===== src/rtl/bnn_pkg.sv =====
// rtl/bnn_pkg.sv - shared BNN pipeline types and defaults
package bnn_pkg;

   localparam int BNN_DATA_W = 8;

   typedef enum logic [1:0] {
      ST_IDLE    = 2'd0,
      ST_COLLECT = 2'd1,
      ST_DONE    = 2'd2
   } bnn_state_e;

endpackage


===== src/rtl/bnn_result_buffer.sv =====
// rtl/bnn_result_buffer.sv - result store, one write port, one registered read-before-write read port
module bnn_result_buffer
   import bnn_pkg::*;
#(
   parameter int DEPTH  = 16,
   parameter int DATA_W = BNN_DATA_W,
   parameter int ADDR_W = $clog2(DEPTH)
) (
   input  logic              clk,
   input  logic              rst,
   input  logic              wr_en,
   input  logic [ADDR_W-1:0] wr_addr,
   input  logic [DATA_W-1:0] wr_data,
   input  logic              rd_en,
   input  logic [ADDR_W-1:0] rd_addr,
   output logic [DATA_W-1:0] rd_data,
   output logic              rd_valid
);

   logic [DATA_W-1:0] mem_q [DEPTH];
   logic [DATA_W-1:0] mem_d [DEPTH];
   logic [DATA_W-1:0] rd_data_q, rd_data_d;
   logic              rd_valid_q, rd_valid_d;
   logic              rd_in_range;

   assign rd_in_range = (32'(rd_addr) < DEPTH);

   // next memory image and read response; reads see the pre-write contents
   always_comb begin
      mem_d      = mem_q;
      rd_data_d  = rd_data_q;
      rd_valid_d = rd_en;
      if (wr_en) begin
         mem_d[wr_addr] = wr_data;
      end
      if (rd_en) begin
         rd_data_d = rd_in_range ? mem_q[rd_addr] : '0;
      end
   end

   // storage is deliberately left uninitialised by reset; only the read port resets
   always_ff @(posedge clk) begin
      mem_q <= mem_d;
      if (rst) begin
         rd_data_q  <= '0;
         rd_valid_q <= 1'b0;
      end else begin
         rd_data_q  <= rd_data_d;
         rd_valid_q <= rd_valid_d;
      end
   end

   assign rd_data  = rd_data_q;
   assign rd_valid = rd_valid_q;

endmodule


===== src/rtl/bnn_result_collector.sv =====
// rtl/bnn_result_collector.sv - collects last-stage results, tracks running max, signals completion
module bnn_result_collector
   import bnn_pkg::*;
#(
   parameter int TOTAL_INPUTS = 16,
   parameter int DATA_W       = BNN_DATA_W,
   parameter int IDX_W        = $clog2(TOTAL_INPUTS)
) (
   input  logic              clk,
   input  logic              rst,
   input  logic              start,
   input  logic              valid_out3,
   input  logic [DATA_W-1:0] result_data,
   input  logic              rd_en,
   input  logic [IDX_W-1:0]  rd_addr,
   output logic [DATA_W-1:0] rd_data,
   output logic              rd_valid,
   output logic              busy,
   output logic              collect_done,
   output logic [IDX_W:0]    result_count,
   output logic [DATA_W-1:0] max_score,
   output logic [IDX_W-1:0]  max_index,
   output logic              overflow_err
);

   localparam logic [IDX_W:0] TOTAL_CNT = (IDX_W + 1)'(TOTAL_INPUTS);

   bnn_state_e        state_q, state_d;
   logic [IDX_W:0]    count_q, count_d;
   logic [IDX_W-1:0]  wr_ptr_q, wr_ptr_d;
   logic [DATA_W-1:0] max_score_q, max_score_d;
   logic [IDX_W-1:0]  max_index_q, max_index_d;
   logic              busy_q, busy_d;
   logic              done_q, done_d;
   logic              ovf_q, ovf_d;
   logic              buf_we;

   // run control: start always restarts, results only accepted while collecting
   always_comb begin
      state_d     = state_q;
      count_d     = count_q;
      wr_ptr_d    = wr_ptr_q;
      max_score_d = max_score_q;
      max_index_d = max_index_q;
      ovf_d       = ovf_q;
      buf_we      = 1'b0;
      if (start) begin
         state_d     = ST_COLLECT;
         count_d     = '0;
         wr_ptr_d    = '0;
         max_score_d = '0;
         max_index_d = '0;
         ovf_d       = 1'b0;
      end else begin
         case (state_q)
            ST_COLLECT: begin
               if (valid_out3) begin
                  buf_we  = 1'b1;
                  count_d = count_q + 1'b1;
                  // strict compare so a tie keeps the earlier index
                  if ((count_q == '0) || (result_data > max_score_q)) begin
                     max_score_d = result_data;
                     max_index_d = wr_ptr_q;
                  end
                  // pointer holds on the final accept so it never wraps inside a run
                  if (count_d == TOTAL_CNT) begin
                     state_d = ST_DONE;
                  end else begin
                     wr_ptr_d = wr_ptr_q + 1'b1;
                  end
               end
            end
            ST_DONE: begin
               if (valid_out3) begin
                  ovf_d = 1'b1;
               end
            end
            default: ;
         endcase
      end
      busy_d = (state_d == ST_COLLECT);
      done_d = (state_d == ST_DONE);
   end

   // state, counters and status flags
   always_ff @(posedge clk) begin
      if (rst) begin
         state_q     <= ST_IDLE;
         count_q     <= '0;
         wr_ptr_q    <= '0;
         max_score_q <= '0;
         max_index_q <= '0;
         busy_q      <= 1'b0;
         done_q      <= 1'b0;
         ovf_q       <= 1'b0;
      end else begin
         state_q     <= state_d;
         count_q     <= count_d;
         wr_ptr_q    <= wr_ptr_d;
         max_score_q <= max_score_d;
         max_index_q <= max_index_d;
         busy_q      <= busy_d;
         done_q      <= done_d;
         ovf_q       <= ovf_d;
      end
   end

   bnn_result_buffer #(
      .DEPTH  (TOTAL_INPUTS),
      .DATA_W (DATA_W),
      .ADDR_W (IDX_W)
   ) u_buffer (
      .clk      (clk),
      .rst      (rst),
      .wr_en    (buf_we),
      .wr_addr  (wr_ptr_q),
      .wr_data  (result_data),
      .rd_en    (rd_en),
      .rd_addr  (rd_addr),
      .rd_data  (rd_data),
      .rd_valid (rd_valid)
   );

   assign busy         = busy_q;
   assign collect_done = done_q;
   assign result_count = count_q;
   assign max_score    = max_score_q;
   assign max_index    = max_index_q;
   assign overflow_err = ovf_q;

endmodule


===== config.mk =====
export PLATFORM = sky130hd
export DESIGN_NAME = bnn_result_collector
export DESIGN_NICKNAME = d
export VERILOG_FILES = /design/src/rtl/bnn_pkg.sv /design/src/rtl/bnn_result_buffer.sv /design/src/rtl/bnn_result_collector.sv
export SDC_FILE = /design/constraint.sdc
export NUM_CORES = 1
export LEC_CHECK = 0
export ABC_CLOCK_PERIOD_IN_PS = 2700
export BUFFER_PORTS_ARGS = -buffer_cell sky130_fd_sc_hd__buf_4
export CAP_MARGIN = 20
export CORE_MARGIN = 2
export CORE_UTILIZATION = 60
export DETAILED_ROUTE_END_ITERATION = 6
export HOLD_SLACK_MARGIN = 0.03
export PLACE_DENSITY_LB_ADDON = 0.25
export SETUP_SLACK_MARGIN = 0.02
export SLEW_MARGIN = 20
export SYNTH_ARGS = -nofsm -noshare
export SYNTH_HDL_FRONTEND = slang
export SYNTH_HIERARCHICAL = 1
export SYNTH_SLANG_ARGS = --single-unit

===== constraint.sdc =====
create_clock -name clk -period 2.7 [get_ports clk]
set_clock_uncertainty 0.15 [all_clocks]
set_input_delay 0.27 -clock clk [delete_from_list [all_inputs] [get_ports clk]]
set_output_delay 0.27 -clock clk [all_outputs]
set_load 0.01 [all_outputs]

[Word-level counts from Yosys, hierarchy flattened]
Cells that the tools add are included.
Cells by class
  add/subtract/negate cells: 2
  magnitude comparators: 4
  equality and inequality tests: 5
  multiplexer cells: 13
  bitwise operators: 3
  reduce and logical (&&, ||, !) cells: 8
Operators by type and width (count)
  $bwmux 128: 1
  $bmux 8 s4: 1
  $demux 8 s4: 1
  $mux 8: 3
  $ge 5x5->1 const B: 2
  $not 4->5: 2
  $gt 8x8->1: 1
  $mux 2: 4
  $reduce_and 3->1: 2
  $add 5x1->5 const B: 1
  $eq 5x5->1 const B: 1
  $logic_not 5->1: 1
  $lt 5x1->1 const B: 1
  $add 4x1->4 const B: 1
  $eq 2x1->1 const B: 2
  $eq 2x2->1 const B: 2
  $reduce_and 2->1: 2
  $mux 1: 3
  $reduce_or 2->1: 1
  $logic_and 1x1->1: 1
  $logic_or 1x1->1: 1
  $not 1->1: 1
Word-level totals
  register bits: 163
  bits of input ports: 17
  output and inout bits: 29
  logic and storage cells: 61

[Depth between registers and ports, before layout]
Gate-level depths: netlist of the first run.
  word-level depth: 7
  mapped depth: 8
  gate-level depth less buffers: 7

[Cells and area by module]
Netlist of the first run, hierarchy kept.
By module, submodules not included
  bnn_result_buffer: times used 1, cells an instance 319, area an instance 5382.7 um2, seq. area each 4023.9 um2
  bnn_result_collector: times used 1, cells an instance 150, area an instance 1325.0 um2, seq. area each 520.5 um2

[Worst setup path after synthesis of the first run]
Ideal clock, no wire load.
  path type: register to register
  start point: reg state_q[1]
  end point: reg u_buffer/mem_q[120] (netlist name) (enable)
  library setup time: 0.383 ns
  data arrival time: 1.790 ns
  required time: 2.167 ns
  setup slack: 0.377 ns
  cell stages (with the launch flop): 6
  period minus slack after synthesis: 2.323 ns
  cell sequence: dfxtp_1 -> inv_1 -> nand3_1 -> nor2_1 -> or3b_1 -> nor3_1
On the way
  longest elaborated chain between the ends: 3
Ends and longest elaborated chain
  from (decl): RTL line bnn_result_collector.sv:28  | bnn_state_e state_q, state_d;
  from (signal assigned): RTL line bnn_result_collector.sv:97  | state_q <= state_d;
  $eq 2x1->1: RTL line bnn_result_collector.sv:55  | case (state_q)
  $mux 1: RTL line bnn_result_collector.sv:55
  $mux 1: RTL line bnn_result_collector.sv:47  | if (start) begin
  net buf_we: RTL line bnn_result_collector.sv:36  | logic buf_we;
  to (signal assigned): RTL line bnn_result_buffer.sv:43  | mem_q <= mem_d;
  to (decl): RTL line bnn_result_buffer.sv:20  | logic [DATA_W-1:0] mem_q [DEPTH];
The timed path passes the listed nets, and every way through them passes these cells.
A chain may end at the register's enable or synchronous reset.

[Final worst setup path of the first run]
  start point: in result_data[1]
  end point: reg max_score_q[0], in the netlist max_score[0]
On the way
  longest elaborated chain between the ends: 3
Ends and longest elaborated chain
  from (decl): RTL line bnn_result_collector.sv:13  | input logic [DATA_W-1:0] result_data,
  $gt 8x8->1: RTL line bnn_result_collector.sv:61  | if ((count_q == '0) || (result_data > max_score_q)) begin
  $logic_or 1x1->1: RTL line bnn_result_collector.sv:61
  $reduce_and 3->1 (no source line)
  to (signal assigned): RTL line bnn_result_collector.sv:100  | max_score_q <= max_score_d;
  to (decl): RTL line bnn_result_collector.sv:31  | logic [DATA_W-1:0] max_score_q, max_score_d;
Every way passes these cells.

==> results of run 1 <==
==> flip-flops by register name, summed over array words and instances (netlist names) <==
| signal | count |
|---|---|
| busy | 1 |
| u_buffer/mem_q | 128 |
| u_buffer/rd_data | 8 |
| state_q | 2 |
| max_score | 8 |
| result_count | 5 |
| collect_done | 1 |
| overflow_err | 1 |
| u_buffer/rd_valid | 1 |
| max_index | 4 |
| wr_ptr_q | 4 |
==> through the flow <==
stage	power, W	utilization, %
2_1_floorplan	0.00296	-
6_report	0.00533	72.2
5_1_grt	0.00548	72.2
4_1_cts	0.00536	72.2
3_3_place_gp	0.00307	65.8
3_5_place_dp	0.00308	65.8
==> cells by family (layout without fill, tap and decap cells) <==
| logic type | count (synthesis) | count (layout) |
|---|---|---|
| DFF | 163 | 163 |
| and+or+nand+nor | 127 | 127 |
| AOI/OAI and AO/OA | 52 | 52 |
| xor gates and xnor gates | 6 | 6 |
| buffers and inverters | 32 | 117 |
| adders and majority gates | 12 | 12 |
| muxes | 77 | 77 |
==> worst max path at each step <==
stage          slack [ns]                  end  cells after the start            from
5_1_grt              0.12         max_score[0]                      8  result_data[1]
6_report             0.25         max_score[0]                      8  result_data[1]
3_3_place_gp         0.41         max_score[0]                      7  result_data[1]
2_1_floorplan        0.38  u_buffer/mem_q[120]                      5      state_q[1]
4_1_cts              0.25         max_score[0]                      8  result_data[1]
3_5_place_dp         0.28         max_score[0]                      7  result_data[1]
==> cell usage in the layout (no fill, tap or decap), drive strengths merged, types with 2 or more instances in the layout <==
cell and n:
nand2b 2, nor2b 5, a31oi 3, xor2 3, edfxtp 128, ha 12, clkbuf 22, o21ai 2
clkinv 5, dlygate4sd3 12, xnor2 3, inv 16, nand3 28, nand4 5, or3 2, nand3b 3
nor3 4, buf 61, dfxtp 35, a21oi 17, nand2 47, a22oi 24, mux2i 77, nor2 26
==> layer usage <==
layer  track usage, %  vias to the layer above  wire length [um]
met3             5.99                       18               973
met4             9.67                        0               310
met2             40.6                      158              7020
met5                0                        -                 0
met1             33.3                     1992              5800
li1                 -                     1903                 -
==> cell type report <==
class                           instances  area (sq um)  area share, %
Multi-Input combinational cell        274          1930           24.6
Clock inverter                         10          93.8           1.19
Clock buffer                           22           484           6.16
Timing Repair Buffer                   73           591           7.51
Inverter                               12          45.0          0.573
Tap cell                              140           175           2.23
Sequential cell                       163          4540           57.8
==> what timing repair did <==
action,CTS,global route
endpoints found under the setup margin,0,0
hold buffers,12,0
gates resized for setup,0,0
hold endpoints to repair,113,0
==> power groups by stage <==
stage	sequential [W]	combinational, W	clock [W]
detailed placement	0.00279	0.000290	0
global placement	0.00279	0.000282	0
finish	0.00273	0.000304	0.00229
global route	0.00274	0.000327	0.00242
CTS	0.00273	0.000306	0.00232
floorplan	0.00279	0.000167	0
==> results.yml, run 1 <==
critical_path:
  cp_num_buf_inv: 2
  timing.rr.start: "result_count[0]"
  cp-start-kind: "input port"
  path_delay_family: "compound AO/OA/AOI/OAI gates"
  rr_endpoint: "state_q[0]"
  required_ns: 2.99
  path_max_fanout: 18
  endpoint_kind: "flop"
  slowest_delay_ns: 0.67
  cp.arrival_ns: 2.75
  crit_path_cell_trace: "dlygate4sd3_1 -> buf_4 -> ha_1 -> nor2b_1 -> o211ai_1 -> a21o_1 -> a21oi_2 -> mux2i_1"
  rr_worst_depth: 7
  r2r_slack_ns: 0.34
  slowest_stage: "a21oi_2"
  criticalPathCategory: "in2reg"
floorplan:
  die-width_um: 110
  ios: 46
  die_h_um: 110
  core_area_sq_um: 10900
  start_util_pct: 61.6
  dieArea_sq_um: 12000
  num_rows: 38
synth:
  syn_avg_cell_area_sq_um: 14.3
  yosys.area_share.adder_pct: 2.24
  synth_top_area_share_pct: 57.3
  synthFlopType: "edfxtp_1"
  yosysUniqueCellTypes: 41
  synth.top_cells.by_area: "edfxtp_1 (57%), mux2i_1 (11%), dfxtp_1 (10%)"
  synth.most_common_cell: "edfxtp_1"
  seq_area_frac_synth_pct: 67.7
  synth_top_area_cell: "edfxtp_1"
  synth_xor_area_share_pct: 0.783
  synthTopCellsByCount: "edfxtp_1 (128), mux2i_1 (77), nand2_1 (47)"
  synthSimpleGateAreaFrac_pct: 8.80
  synth-seq-cells: 163
  synth-edff-count: 128
  synth_top_family_by_area: "multiplexers"
  synth.area.mux_share_pct: 11.5
  ys_warn_count: 6
  synth-compound-area-share_pct: 5.48
  async_flop_share_pct: 0
  syn-num-nets: 498
  synth_area_sq_um: 6710
  synth_cells: 469
cells_and_area:
  area_delta_synth_final_pct: 17.3
  drive_gt1_share_pct: 18.1
  n_antenna_cell: 0
  fin_area_sq_um: 7870
  fillers: 708
  final_nets: 570
  fin_cells: 694
placement:
  placed_area_sq_um: 7170
  dp_hpwl_mm: 9.06
  port_buffers: 45
  gp_congestion: 0.793
  dp.cells: 650
  dp_slack_ns: 0.282
clock_tree:
  numCtsBuffers: 17
  clockRootBuffer: "clkbuf_8"
  clkTransAtPathRegs_ns: 0.06
  cts_tree: "yes"
  cts_post_setup_buffers_inserted: 0
  clk_latency_ns: 0.52
  cts_buffer_depth: 2
  cts_num_sinks: 163
  h-tree-depth: 4
drt:
  drtAntennaViolNets: 0
  vias: 4071
  drt_iter0_markers: 273
  drt-vias-per-instance: 5.87
  drcViolationCount: 0
  drtPass1Iterations: 5
  avgRoutedWirePerCell_um: 20.3
  drt_wl_total_mm: 14.1
sta:
  fin_ws_ns: 0.249
  fmax_mhz: 408
  maxSlewViolCount: 0
  setup_tns_ns: 0
  finalSetupViolCount: 0
  rsz0062_at_grt: "no"
  hold_violations: 0
  layout_min_cycle_time_ns: 2.45
  period_share_pct: 90.8
  worstMarginPinSlew_ns: 0.880
  max-slew-margin-rel_pct: 41.3
  holdWs_ns: 0.107
power_and_ir_drop:
  p_sw_w: 0.00112
  combPwrFrac_pct: 5.7
  sw_frac_of_total_pct: 21.1
  p_seq_share_pct: 51.3
  power-per-cell-area_nw_per_um2: 677
  irDropWorstVdd_mv: 0.382
  p_leak_nw: 2.91
  internal_power_w: 0.00420
  pwr-share-clk_pct: 43.0
grt:
  grt_usage_pct: 25.2
  grt_pass1_wl_mm: 21.6
  grt_pass1_vias: 3913
  grt_max_degree: 33
  antenna_found_initial: 0
  grt_overflow: 0
hold_path:
  hold_end: "u_buffer/mem_q[46]"
  min-delay-path-class: "in2reg"
  min_path_cells: 2
  min-delay-start: "result_data[6]"
flow_run:
  max_cap_violations: 0
status:
  status: "finished clean"
(Power assumes the default switching activity.)
==> run 2: changes to the inputs <==
Settings changed: CELL_PAD_IN_SITES_DETAIL_PLACEMENT set to 0, CELL_PAD_IN_SITES_GLOBAL_PLACEMENT set to 1, CORE_ASPECT_RATIO set to 0.5, CORE_UTILIZATION 60 to 50.
==> run 2 against run 1 <==
Net effect: global-route usage fell by 4.1 points; sequential share of layout area rose by 0.074 points; worst setup slack improved by 0.047 ns; non-clock buffer count fell by 2; largest cell class unchanged; highest routed layer unchanged.
==> results.yml, run 2 (synthesized netlist as in run 1, its figures left out) <==
placement:
  placed_area_sq_um: 7220
  dp_hpwl_mm: 9.37
  port_buffers: 45
  dp.cells: 684
  gp_congestion: 0.770
hold_path:
  min-delay-path-class: "in2reg"
drt:
  drt_iter0_markers: 326
  drtPass1Iterations: 4
  avgRoutedWirePerCell_um: 19.7
  drt_wl_total_mm: 14.2
  drcViolationCount: 0
  drt-vias-per-instance: 5.48
  vias: 3953
  drtAntennaViolNets: 0
grt:
  grt_pass1_wl_mm: 22.1
  grt_overflow: 0
  grt_max_degree: 27
  grt_usage_pct: 21.0
  grt_pass1_vias: 3782
  antenna_found_initial: 0
critical_path:
  timing.rr.start: "result_count[0]"
  path_max_fanout: 6
  crit_path_end: "state_q[0]"
  rr_worst_depth: 7
  cp-start-kind: "flop"
  criticalPathCategory: "reg2reg"
  required_ns: 2.85
  startpoint: "result_count[0]"
  r2r_slack_ns: 0.30
  cp.arrival_ns: 2.55
  endpoint_kind: "flop"
  rr_endpoint: "state_q[0]"
clock_tree:
  cts_post_setup_buffers_inserted: 0
  clk_latency_ns: 0.41
  clockRootBuffer: "clkbuf_16"
  clkTransAtPathRegs_ns: 0.06
  cts_tree: "yes"
  numCtsBuffers: 17
  cts_num_sinks: 163
  h-tree-depth: 4
  cts_buffer_depth: 2
sta:
  period_share_pct: 89.0
  setup_tns_ns: 0
  hold_violations: 0
  rsz0062_at_grt: "no"
  finalSetupViolCount: 0
  max-slew-margin-rel_pct: 40.9
  worstMarginPinSlew_ns: 0.887
  fmax_mhz: 416
  maxSlewViolCount: 0
  layout_min_cycle_time_ns: 2.40
floorplan:
  die_h_um: 85.9
  dieArea_sq_um: 14400
  core_area_sq_um: 12900
  start_util_pct: 52.1
  die-width_um: 168
  ios: 46
  num_rows: 29
cells_and_area:
  area_delta_synth_final_pct: 17.1
  largest_reg_flops: 128
  fin_util_pct: 61.0
  final_cell_mix: "edfxtp_1 (128), mux2i_1 (77), buf_4 (65)"
  top_register: "u_buffer/mem_q"
  n_antenna_cell: 0
  final_nets: 568
  fillers: 968
  drive_gt1_share_pct: 19.0
  fin_area_sq_um: 7860
  final_common_cell: "edfxtp_1"
  fin_cells: 722
status:
  status: "finished clean"
power_and_ir_drop:
  irDropWorstVdd_mv: 0.395
  power-per-cell-area_nw_per_um2: 680
  p_leak_nw: 2.89
flow_run:
  max_cap_violations: 0
-- run 2: cell count changes in the layout (fill, tap and decap cells not counted), sizes merged --
| cell | delta |
|---|---|
| clkinv | -2 |
| buf | +4 |
| clkinvlp | +1 |
| clkbuf | -3 |
| dlygate4sd3 | -6 |
| inv | +4 |
-- run 2: metrics by stage --
| step | worst slack [ns] | hold WS (ns) | total power [W] |
|---|---|---|---|
| detailed placement | 0.381 | 0.297 | 0.00308 |
| CTS | 0.313 | 0.0581 | 0.00539 |
| floorplan | 0.377 | 0.192 | 0.00296 |
| finish | 0.296 | 0.0660 | 0.00534 |
| global route | 0.152 | 0.0681 | 0.00552 |
| global placement | 0.407 | 0.295 | 0.00308 |
-- run 2: final cells by class --
class                      count  area, sq um  area share (%)
timing repair buffer          71          548            6.98
clock buffer                  19          453            5.77
inverter                      12         45.0           0.573
multi-input combinational    274         1930            24.6
tap                          170          213            2.71
sequential                   163         4540            57.9
clock inverter                13          120            1.53
-- run 2: how the worst min path moves through the flow --
stage	start	endpoint	slack (ns)	depth (start not counted)
final	result_data[1]	u_buffer/mem_q[49]	0.07	1
after global routing	result_data[5]	u_buffer/mem_q[37]	0.07	1
after CTS	result_data[5]	max_score[5]	0.06	3
after detailed placement	u_buffer/rd_data[4]	u_buffer/rd_data[4]	0.30	2
after global placement	u_buffer/rd_data[4]	u_buffer/rd_data[4]	0.29	2
after floorplan	rst	busy	0.19	1
-- run 2: power by group --
group / internal (W) / switching, W / leakage (nW)
Sequential: 0.00272 / 0.0000123 / 1.44
Clock: 0.00133 / 0.000978 / 0.286
Combinational: 0.000117 / 0.000181 / 1.17
Total: 0.00417 / 0.00117 / 2.89
-- run 2: metal layers --
layer	GRT usage [%]	routed length, um	vias to the layer above
li1	-	-	1898
met1	32.3	7130	1906
met3	5.91	1080	11
met4	4.90	108	0
met2	29.6	5870	138
met5	0	0	-
-- run 2: repair_timing --
item                                   in CTS  in global routing
endpoints found under the hold margin       5                  0
hold buffers                                6                  0
setup endpoints to repair                   0                  0
gates resized for setup                     0                  0
-- run 2: worst max-delay path: stages, from the launching register on --
cell	delay, ns
dfxtp_1	0.45
ha_1	0.26
nand2_1	0.07
o2bb2ai_1	0.32
nand4_1	0.24
a21oi_1	0.20
nor2_1	0.05
dlygate4sd3_1	0.56
==> run 3: changes to the inputs <==
Settings changed: CORE_MARGIN 2 to not set.
==> run 3 against run 2 <==
Net effect: the run now ends with design-rule violations left; worst setup slack better by 0.039 ns; die area is 3.5% lower; register-to-register slack better by 0.06 ns; clock power rose by 6%; total power rose by 2.8%; non-clock buffer count grew 4; worst hold slack worse by 0.0085 ns; critical endpoint is now max_index[1]; final area increased by 1.2%; highest routed layer unchanged; combinational power up 2%; cell count grew 0.55%; core utilization up 0.73 points; critical path type is now in2reg.
==> results.yml, run 3 (synthesized netlist as in run 1, its figures left out) <==
sta:
  fin_ws_ns: 0.335
  worstMarginPinSlew_ns: 0.899
  hold_violations: 0
  max-slew-margin-rel_pct: 40.1
  rsz0062_at_grt: "no"
  holdWs_ns: 0.0575
  fmax_mhz: 423
  maxSlewViolCount: 0
  setup_tns_ns: 0
  finalSetupViolCount: 0
  layout_min_cycle_time_ns: 2.36
  period_share_pct: 87.6
floorplan:
  die-width_um: 166
  num_rows: 29
  start_util_pct: 52.1
  ios: 46
  die_h_um: 83.9
  core_area_sq_um: 12900
  dieArea_sq_um: 13900
clock_tree:
  cts_buffer_depth: 2
  cts_num_sinks: 163
  clk_latency_ns: 0.42
  cts_resized: 0
  cts_post_setup_buffers_inserted: 0
  clockRootBuffer: "clkbuf_16"
  h-tree-depth: 4
  numCtsBuffers: 17
  cts_tree: "yes"
  cts_hold_buf: 7
  clkTransAtPathRegs_ns: 0.06
grt:
  grt_pass1_vias: 3848
  grt_pass1_wl_mm: 21.9
  grt_max_degree: 33
  grt_overflow: 0
  grt_usage_pct: 21.9
  antenna_found_initial: 0
critical_path:
  worst-path-stages: 8
  path_max_fanout: 12
  r2r_slack_ns: 0.36
  required_ns: 2.90
  rr_worst_depth: 7
  timing.rr.start: "result_count[0]"
  cp-start-kind: "input port"
  startpoint: "result_data[5]"
  rr_endpoint: "state_q[0]"
  slowest_stage: "a21oi_2"
  criticalPathCategory: "in2reg"
  endpoint_kind: "flop"
  cp_num_buf_inv: 2
  slowest_delay_ns: 0.74
  crit_path_cell_trace: "dlygate4sd3_1 -> buf_4 -> ha_1 -> a21oi_1 -> nor2_1 -> a2111oi_2 -> a21oi_2 -> mux2i_1"
  cp.arrival_ns: 2.56
  path_delay_family: "compound AO/OA/AOI/OAI gates"
drt:
  drtAntennaViolNets: 0
  vias: 4030
  drt_iter0_markers: 339
  drcViolationCount: 6
  drt_wl_total_mm: 14.3
  avgRoutedWirePerCell_um: 19.8
  drtPass1Iterations: 7
  drt-vias-per-instance: 5.55
power_and_ir_drop:
  p_leak_nw: 2.94
  power-per-cell-area_nw_per_um2: 691
  irDropWorstVdd_mv: 0.339
  power_w: 0.00549
cells_and_area:
  final_cell_mix: "edfxtp_1 (128), mux2i_1 (77), buf_4 (67)"
  drive_gt1_share_pct: 19.4
  final_common_cell: "edfxtp_1"
  top_register: "u_buffer/mem_q"
  final_nets: 572
  area_delta_synth_final_pct: 18.5
  fillers: 996
  fin_util_pct: 61.7
  largest_reg_flops: 128
  n_antenna_cell: 0
hold_path:
  min-delay-start: "result_data[0]"
  min-delay-path-class: "in2reg"
  min_path_cells: 1
  hold_end: "u_buffer/mem_q[32]"
placement:
  port_buffers: 45
  dp_hpwl_mm: 9.49
  dp_slack_ns: 0.357
  gp_congestion: 0.799
flow_run:
  max_cap_violations: 0
status:
  status: "finished with violations"
  violations: "design-rule violations"
==> run 3: per-layer routing <==
metal | share of wire [%] | GRT usage, % | wire (um) | vias to the layer above
li1 | - | - | - | 1907
met1 | 47 | 30.4 | 6800 | 1977
met2 | 44 | 33.1 | 6290 | 131
met3 | 7.6 | 6.69 | 1090 | 15
met4 | 1.2 | 6.80 | 170 | 0
met5 | 0 | 0 | 0 | -
==> run 3: cell type report <==
cell class,count,area [sq um],share of cell area (%)
Clock buffer,21,514,6.47
Sequential cell,163,4540,57.2
Timing Repair Buffer,75,593,7.46
Inverter,12,45.0,0.567
Multi-Input combinational cell,274,1930,24.3
Tap cell,170,213,2.68
Clock inverter,11,108,1.35
==> run 3: worst max path at each step <==
stage	to	slack (ns)
floorplan	u_buffer/mem_q[120]	0.38
global placement	max_score[2]	0.41
detailed placement	max_index[1]	0.36
CTS	max_index[1]	0.35
global route	max_score[3]	0.11
finish	max_index[1]	0.34
==> run 3: worst reg2reg max path, cell delays in order (launching register included) <==
cell           delay (ns)
dfxtp_1              0.45
ha_1                 0.26
nand2_1              0.07
o2bb2ai_1            0.28
nand4_1              0.23
a21oi_1              0.19
nor2_1               0.05
dlygate4sd3_1        0.55
==> run 3: through the flow <==
step	instances	instance area [sq um]
final	726	7950
after global routing	726	7950
after CTS	726	7950
after detailed placement	687	7260
after global placement	687	7260
after floorplan	469	6710
==> run 3: power breakdown <==
part | leakage [nW] | total (W) | internal [W] | switching, W
sequential | 1.44 | 0.00273 | 0.00272 | 0.0000108
combinational | 1.20 | 0.000305 | 0.000121 | 0.000185
clock | 0.307 | 0.00245 | 0.00147 | 0.000978
